<file path="src/rtl/sd_block_scanner.sv">
// Purpose: walks consecutive SD blocks from START_BLK and issues one rd_req per block.
//          Every 512-byte sector is copied into the sram buffer while the stream is scanned for TAG.
// Latency: rd_req one cycle after start; CHECK one cycle after the 512th byte; result or next rd_req one cycle later.
// Backpressure: none. Bytes arrive on sd_valid strobes and are never stalled. READ simply waits for the next strobe.
//
// Ports:
//   clk, reset_n              clock and asynchronous active-low reset
//   start, init_finished      scan trigger (one-cycle pulse) and sd_card ready
//   rd_req, rd_addr           block read request to sd_card (registered)
//   sd_valid, sd_dout         byte stream from sd_card
//   sram_we/addr/din          sram write port (combinational, gated by READ)
//   busy, found, fail         scan status (registered)
//   found_blk, found_off      location of the first tag match
//
// Optional macro: SD_SCAN_TIMEOUT_EN adds a READ-stall watchdog. When the next byte
// would be 1,000,000 cycles late, the scan ends with fail=1.
module sd_block_scanner #(
  parameter logic [31:0] START_BLK = 32'h2000,
  parameter int unsigned MAX_BLKS  = 1024,
  parameter logic [71:0] TAG       = "DCL_START"
) (
  input  logic        clk,
  input  logic        reset_n,
  input  logic        start,
  input  logic        init_finished,
  output logic        rd_req,
  output logic [31:0] rd_addr,
  input  logic        sd_valid,
  input  logic [7:0]  sd_dout,
  output logic        sram_we,
  output logic [8:0]  sram_addr,
  output logic [7:0]  sram_din,
  output logic        busy,
  output logic        found,
  output logic        fail,
  output logic [31:0] found_blk,
  output logic [8:0]  found_off
);

  typedef enum logic [2:0] {
    S_IDLE,
    S_REQ,
    S_READ,
    S_CHECK,
    S_DONE
  } state_t;

  localparam logic [15:0] LAST_CNT  = 16'(MAX_BLKS - 1);
  localparam logic [9:0]  LAST_BYTE = 10'd511;

  state_t      state_q, state_d;
  logic [31:0] cur_blk_q, cur_blk_d;
  logic [15:0] blk_cnt_q, blk_cnt_d;
  logic [9:0]  byte_cnt_q, byte_cnt_d;
  logic [71:0] match_q, match_d;
  logic        hit_q, hit_d;
  logic        rd_req_q, rd_req_d;
  logic        busy_q, busy_d;
  logic        found_q, found_d;
  logic        fail_q, fail_d;
  logic [31:0] found_blk_q, found_blk_d;
  logic [8:0]  found_off_q, found_off_d;

  // The oldest byte sits in the top bits, so the register compares directly
  // against TAG. The first tag character is stored in TAG[71:64].
  logic [71:0] match_shift;
  logic        start_ok;

  assign match_shift = {match_q[63:0], sd_dout};
  assign start_ok    = start && init_finished;

`ifdef SD_SCAN_TIMEOUT_EN
  // wdog_q holds the number of cycles since the last byte, or since REQ.
  // A value of 1 is seen in the first cycle after that event. The trip fires at
  // 999,999 so that fail appears exactly 1,000,000 cycles after the last byte.
  localparam logic [19:0] WDOG_TRIP = 20'd999_999;
  logic [19:0] wdog_q, wdog_d;
`endif

  always_comb begin
    state_d     = state_q;
    cur_blk_d   = cur_blk_q;
    blk_cnt_d   = blk_cnt_q;
    byte_cnt_d  = byte_cnt_q;
    match_d     = match_q;
    hit_d       = hit_q;
    found_d     = found_q;
    fail_d      = fail_q;
    found_blk_d = found_blk_q;
    found_off_d = found_off_q;
`ifdef SD_SCAN_TIMEOUT_EN
    wdog_d      = wdog_q;
`endif

    unique case (state_q)
      S_IDLE, S_DONE: begin
        // DONE holds the results. A new qualified start behaves exactly like one from IDLE.
        if (start_ok) begin
          cur_blk_d = START_BLK;
          blk_cnt_d = '0;
          found_d   = 1'b0;
          fail_d    = 1'b0;
          state_d   = S_REQ;
        end
      end

      S_REQ: begin
        // Matching restarts on every block, so a tag that spans a boundary is never detected.
        byte_cnt_d = '0;
        match_d    = '0;
        hit_d      = 1'b0;
`ifdef SD_SCAN_TIMEOUT_EN
        wdog_d     = 20'd1;
`endif
        state_d    = S_READ;
      end

      S_READ: begin
        if (sd_valid) begin
          match_d    = match_shift;
          byte_cnt_d = byte_cnt_q + 10'd1;
          // byte_cnt_q is the index of the current byte. Index 8 or higher means
          // the register holds 9 bytes of this block.
          if (!hit_q && (match_shift == TAG) && (byte_cnt_q >= 10'd8)) begin
            hit_d       = 1'b1;
            found_off_d = 9'(byte_cnt_q - 10'd8);
            found_blk_d = cur_blk_q;
          end
          if (byte_cnt_q == LAST_BYTE) begin
            state_d = S_CHECK;
          end
`ifdef SD_SCAN_TIMEOUT_EN
          wdog_d = 20'd1;
`endif
        end
`ifdef SD_SCAN_TIMEOUT_EN
        else if (wdog_q == WDOG_TRIP) begin
          found_d = 1'b0;
          fail_d  = 1'b1;
          state_d = S_DONE;
        end else begin
          wdog_d = wdog_q + 20'd1;
        end
`endif
      end

      S_CHECK: begin
        if (hit_q) begin
          found_d = 1'b1;
          state_d = S_DONE;
        end else if (blk_cnt_q == LAST_CNT) begin
          fail_d  = 1'b1;
          state_d = S_DONE;
        end else begin
          cur_blk_d = cur_blk_q + 32'd1;   // wraps modulo 2^32
          blk_cnt_d = blk_cnt_q + 16'd1;
          state_d   = S_REQ;
        end
      end

      default: state_d = S_IDLE;
    endcase

    // Status outputs are registered from the next state. This puts rd_req and busy one cycle
    // after start, and makes found/fail rise in the same cycle that busy falls.
    rd_req_d = (state_d == S_REQ);
    busy_d   = (state_d == S_REQ) || (state_d == S_READ) || (state_d == S_CHECK);
  end

  always_ff @(posedge clk or negedge reset_n) begin
    if (!reset_n) begin
      state_q     <= S_IDLE;
      cur_blk_q   <= START_BLK;
      blk_cnt_q   <= '0;
      byte_cnt_q  <= '0;
      match_q     <= '0;
      hit_q       <= 1'b0;
      rd_req_q    <= 1'b0;
      busy_q      <= 1'b0;
      found_q     <= 1'b0;
      fail_q      <= 1'b0;
      found_blk_q <= '0;
      found_off_q <= '0;
    end else begin
      state_q     <= state_d;
      cur_blk_q   <= cur_blk_d;
      blk_cnt_q   <= blk_cnt_d;
      byte_cnt_q  <= byte_cnt_d;
      match_q     <= match_d;
      hit_q       <= hit_d;
      rd_req_q    <= rd_req_d;
      busy_q      <= busy_d;
      found_q     <= found_d;
      fail_q      <= fail_d;
      found_blk_q <= found_blk_d;
      found_off_q <= found_off_d;
    end
  end

`ifdef SD_SCAN_TIMEOUT_EN
  always_ff @(posedge clk or negedge reset_n) begin
    if (!reset_n) begin
      wdog_q <= '0;
    end else begin
      wdog_q <= wdog_d;
    end
  end
`endif

  // The sram write port is zero whenever no write is in progress.
  assign sram_we   = sd_valid && (state_q == S_READ);
  assign sram_addr = sram_we ? byte_cnt_q[8:0] : 9'd0;
  assign sram_din  = sram_we ? sd_dout : 8'd0;

  assign rd_req    = rd_req_q;
  assign rd_addr   = cur_blk_q;
  assign busy      = busy_q;
  assign found     = found_q;
  assign fail      = fail_q;
  assign found_blk = found_blk_q;
  assign found_off = found_off_q;

endmodule

</file>
<file path="config.mk">
export PLATFORM = sky130hd
export DESIGN_NAME = sd_block_scanner
export DESIGN_NICKNAME = d
export VERILOG_FILES = /design/src/rtl/sd_block_scanner.sv
export SDC_FILE = /design/constraint.sdc
export NUM_CORES = 1
export LEC_CHECK = 0
export BUFFER_PORTS_ARGS = -buffer_cell sky130_fd_sc_hd__clkbuf_2
export CORE_UTILIZATION = 35
export CTS_BUF_LIST = sky130_fd_sc_hd__clkbuf_8
export DETAILED_ROUTE_END_ITERATION = 8
export HOLD_SLACK_MARGIN = 0.05
export PLACE_DENSITY = 0.59
export SLEW_MARGIN = 20
export SYNTH_ARGS = -nofsm -noshare
export SYNTH_HDL_FRONTEND = slang
export SYNTH_SLANG_ARGS = --single-unit
</file>
<file path="constraint.sdc">
create_clock -name clk -period 2.4 [get_ports clk]
set_clock_uncertainty 0.1 [all_clocks]
set_input_delay 0.24 -clock clk [delete_from_list [all_inputs] [get_ports clk]]
set_output_delay 0.24 -clock clk [all_outputs]
set_load 0.01 [all_outputs]
</file>
; Word level (Yosys, flattened, before mapping)
; Index checks and enable logic that the tools add are counted.
[totals]
inputBits = 13
wordCells = 80
out_inout_bits = 95
ff_bits = 171
[op_classes]
n_lt_le_gt_ge = 1
n_addsub = 4
n_eq_ne = 17
reduce_logical = 17
muxes = 29
[ops]
columns = op, n
row1 = 64-bit case mux with 2 select lines, 1
row2 = 32-bit 2-to-1 mux, 3
row3 = 72-bit by 71-bit equality test with 1-bit output (second input constant), 1
row4 = 64-bit 2-to-1 mux, 1
row5 = 32-bit case mux with 2 select lines, 1
row6 = 16-bit 2-to-1 mux, 3
row7 = 32-bit by 1-bit adder with 32-bit output (second input constant), 1
row8 = 16-bit case mux with 2 select lines, 1
row9 = 10-bit case mux with 2 select lines, 1
row10 = 16-bit by 1-bit adder with 16-bit output (second input constant), 1
row11 = 16-bit by 10-bit equality test with 1-bit output (second input constant), 1
row12 = 3-bit 2-to-1 mux, 5
row13 = 2-bit != test (second input constant), 7
row14 = 3-bit by 2-bit equality test with 1-bit output (second input constant), 4
row15 = 3-bit case mux with 4 select lines, 1
row16 = 10-bit by 1-bit adder with 10-bit output (second input constant), 1
row17 = 10-bit by 9-bit equality test with 1-bit output (second input constant), 1
row18 = 10-bit by 4-bit >= comparator with 1-bit output (second input constant), 1
row19 = 10-bit 2-to-1 mux, 1
row20 = 9-bit 2-to-1 mux, 1
row21 = 3-bit AND reduction, 3
row22 = 9-bit by 4-bit subtractor with 9-bit output (second input constant), 1
row23 = 8-bit 2-to-1 mux, 1
row24 = 4-bit AND reduction, 2
row25 = 11 further kinds, 24

; Depth between registers and ports, before layout
[depth]
word_depth = 7
ltp_mapped = 9
mapped_depth_nobuf = 7

; Least setup slack after synthesis
; Ideal clock, no wire load.
[synth_path]
path_kind = reg2reg
startpoint = register cur_blk_q[0], in the netlist rd_addr[0]
endpoint = register cur_blk_q[12], in the netlist rd_addr[12]
arrival_ns = 1.911
slack_ns = 0.311
n_path_buf = 0
required_ns = 2.222
period_less_slack_ns = 2.089
path_stages_with_launch = 6
setup_ns = 0.078
path_cell_list = dfrtp_1 -> ha_1 -> nand2_1 -> nor4_1 -> or4b_1 -> a21oi_1
[synth_between]
elab_chain_len = 4
[synth_lines]
columns = element, line
row1 = "start, declared", 52  ; logic [31:0] cur_blk_q, cur_blk_d;
row2 = "start signal, assigned", 186  ; cur_blk_q <= cur_blk_d;
row3 = 32-bit by 1-bit adder with 32-bit output, 155  ; cur_blk_d = cur_blk_q + 32'd1;
row4 = 32-bit 2-to-1 mux, 151  ; end else if (blk_cnt_q == LAST_CNT) begin
row5 = 32-bit 2-to-1 mux, 148  ; if (hit_q) begin
row6 = 32-bit case mux with 2 select lines, 95  ; unique case (state_q)
; No other way between the ends. The select of a mux whose other input is x is not followed.
; A chain may end at the register's enable or synchronous reset.

; Final worst setup path
[layout_path]
startpoint = register match_q[17]
endpoint = register found_blk_q[10], in the netlist found_blk[10]
[layout_between]
elab_chain_len = 4
[layout_lines]
columns = element, line
row1 = "start, declared", 55  ; logic [71:0] match_q, match_d;
row2 = "start signal, assigned", 189  ; match_q <= match_d;
row3 = 72-bit by 71-bit equality test with 1-bit output, 124  ; if (!hit_q && (match_shift == TAG) && (byte_cnt_q >= 10'd8)) begin
row4 = 1-bit logical AND (2 in a row), 124
row5 = 3-bit AND reduction (no source line), -
row6 = "end signal, assigned", 195  ; found_blk_q <= found_blk_d;
row7 = "end, declared", 61  ; logic [31:0] found_blk_q, found_blk_d;
; No other way between the ends.

==> results.sh <==
export IMPL_status="finished, final reports clean"
export IMPL_cts_tree="yes"
export IMPL_cts_made_buffers=17
export IMPL_path_delay_family="simple AND/OR/NAND/NOR gates"
export IMPL_slew_violations=0
export IMPL_grt_usage_pct=16.3
export IMPL_wl_mm=18.2
export IMPL_vdd_drop_max_mv=0.481
export IMPL_worst_path_buf_inv=1
export IMPL_cts_root_buf="clkbuf_8"
export IMPL_tightest_slew_ns=0.461
export IMPL_finalHoldViolCount=0
export IMPL_worst_slew_margin_rel_pct=69.2
export IMPL_initial_core_util_pct=36.2
export IMPL_clk_pin_slew_ns=0.09
export IMPL_power_density_nw_per_um2=768
export IMPL_synth_edff_count=0
export IMPL_synth_ff_type="dfrtp_1"
export IMPL_syn_area_sq_um=8010
export IMPL_ys_async_sr_fraction_pct=100
export IMPL_r2r_end="found_blk[10]"
export IMPL_synth_nets=800
export IMPL_synth_top_cell_area_share_pct=53.1
export IMPL_nFillCells=2161
export IMPL_ant_nets=0
export IMPL_critPathCaptureType="register"
export IMPL_synth_top_cell_by_area="dfrtp_1"
export IMPL_fin_crit_ns=2.22
export IMPL_wire_per_inst_um=15.1
export IMPL_die_width_um=153
export IMPL_hpwlAfterDp_mm=12.3
export IMPL_synth_seq_area_share_pct=53.4
export IMPL_cp_endpoint="found_blk[10]"
export IMPL_dieArea_sq_um=23500
export IMPL_fin_crit_sh_pct=92.7
export IMPL_yosysMostFrequentCell="dfrtp_1"
export IMPL_portBuffers=107
export IMPL_clock_path_buffers=2
export IMPL_slowest_delay_ns=0.42
export IMPL_fin_cells=1203
export IMPL_nets=930
export IMPL_path_cells="nor4b_1, nand4_1, nor3_1, nand3_2, buf_12, mux2_4"
export IMPL_insertion_delay_ns=0.46
export IMPL_maxClockFrequency_ghz=0.449
export IMPL_rsz0062_at_grt="no"
export IMPL_antenna_found_initial=1
export IMPL_crit_start="match_q[17]"
export IMPL_slowest_stage="nor4b_1"
export IMPL_grt_max_degree=103
export IMPL_worst_path_stages=6
export IMPL_critPathRequiredTime_ns=2.65
export IMPL_finalSetupViolCount=0
export IMPL_netlist_top_cells_count="dfrtp_1 (170), nand2_1 (158), o21ai_0 (74)"
export IMPL_dr_pass1_iters=4
export IMPL_cts_resized=0
export IMPL_setup_tns_ns=0
export IMPL_fp_coreArea_sq_um=22200
export IMPL_place_gp_congestion=0.804
export IMPL_reg2regPathDepth=6
export IMPL_placedCellCount=1161
export IMPL_reg2reg_from="match_q[17]"
export IMPL_synth_cell_types=52
export IMPL_synthTopCellsByArea="dfrtp_1 (53%), nand2_1 (7.4%), mux2_4 (7.1%), o21ai_0 (4.6%), xnor2_1 (2.6%)"
export IMPL_maxCapViolations=0
export IMPL_critPathKind="register to register"
export IMPL_rows=54
export IMPL_grt_pass1_vias=5893
export IMPL_cp_arrival_ns=2.47
export IMPL_min_path_type="input port to register"
export IMPL_reg2reg_slack_ns=0.18
export IMPL_n_antenna_cell=0
export IMPL_cts_hold_buf=11
export IMPL_grt_overflow=0
export IMPL_p_leak_nw=4.57
export IMPL_fin_util_pct=43.5
export IMPL_viasPerCell=5.06
export IMPL_cts_htree_levels=4
export IMPL_syn_instance_count=781
export IMPL_grt_pass1_wl_mm=30.7
export IMPL_drive_gt1_share_pct=25.2
export IMPL_cp_start_kind="register"
export IMPL_numClockSinks=171
export IMPL_critPathMaxFanout=42
export IMPL_cts_setup_buffers=0
export IMPL_area_delta_synth_final_pct=20.3
export IMPL_synth_warnings=0
export IMPL_drc=0
export IMPL_drt_iter0_drc=406
export IMPL_ys_ff_latch=171
export IMPL_syn_area_per_cell_sq_um=10.3
export IMPL_die_h_um=153
export IMPL_io_pins=108
export IMPL_vias=6087
export IMPL_holdCritStartpoint="start"
[report_power, final]
part	internal, W	switching, W
clock	0.00142	0.00105
sequential	0.00315	0.000246
combinational	0.000510	0.00103
total	0.00508	0.00232
[state kept, by name (all words and copies together) (netlist names)]
name	flops
state_q	3
match_q	64
busy	1
rd_addr	32
hit_q	1
blk_cnt_q	16
found	1
byte_cnt_q	10
fail	1
found_blk	32
found_off	9
rd_req	1
[final cells by class]
cell class | count | area [sq um] | share of cell area [%]
Sequential cell | 171 | 4280 | 44.4
Multi-Input combinational cell | 556 | 3500 | 36.3
Clock inverter | 11 | 215 | 2.23
Timing Repair Buffer | 154 | 985 | 10.2
Clock buffer | 20 | 275 | 2.85
Inverter | 11 | 41.3 | 0.428
Tap cell | 280 | 350 | 3.63
[stage by stage]
step / power [W] / hold WS (ns) / cell area [sq um] / setup WS (ns)
5_1_grt: 0.00782 / 0.110 / 9640 / 0.0387
4_1_cts: 0.00750 / 0.0608 / 9640 / 0.133
6_report: 0.00741 / 0.0858 / 9640 / 0.175
3_5_place_dp: 0.00500 / 0.109 / 9040 / 0.140
3_3_place_gp: 0.00498 / 0.103 / 9040 / 0.191
2_1_floorplan: 0.00438 / -0.156 / 8010 / 0.311
[metal layers]
layer	up-vias	GRT usage (%)	wire length, um
met2	115	25.7	8630
met5	-	0	0
met1	2977	22.1	8780
li1	2980	-	-
met3	15	3.57	650
met4	0	5.19	169
[cells by family after synthesis]
family,count (synthesis),share of synthesized area (%)
and+or+nand+nor,358,23.0
DFF,171,53.4
AOI/OAI and AO/OA,117,8.06
buffers and inverters,54,3.22
muxes,46,8.17
xor gates and xnor gates,29,3.17
adders and majority gates,6,0.937
[cells in the final DEF, fill, tap and decap left out, types with 18 or more instances in the layout]
master	count
dfrtp_1	170
nand2_1	158
clkbuf_2	106
o21ai_0	74
nor2_1	41
mux2_4	38
buf_4	31
xnor2_1	24
nand3_1	22
a21oi_1	21
nand4_1	21
clkbuf_8	20
and2_1	18
[how the worst min path moves through the flow]
| stage | end | slack [ns] | cells after the start |
|---|---|---|---|
| floorplan | blk_cnt_q[0] | -0.16 | 0 |
| finish | state_q[2] | 0.09 | 4 |
| CTS | state_q[2] | 0.06 | 4 |
| global placement | found_blk[19] | 0.10 | 1 |
| detailed placement | found_blk[19] | 0.11 | 1 |
| global route | state_q[2] | 0.11 | 4 |
[worst min-delay path, stage by stage]
cell	delay, ns
clkbuf_2	0.09
nand2_1	0.09
nand3_1	0.09
o21ai_0	0.09
No activity file was read; power rests on OpenSTA's default activity.
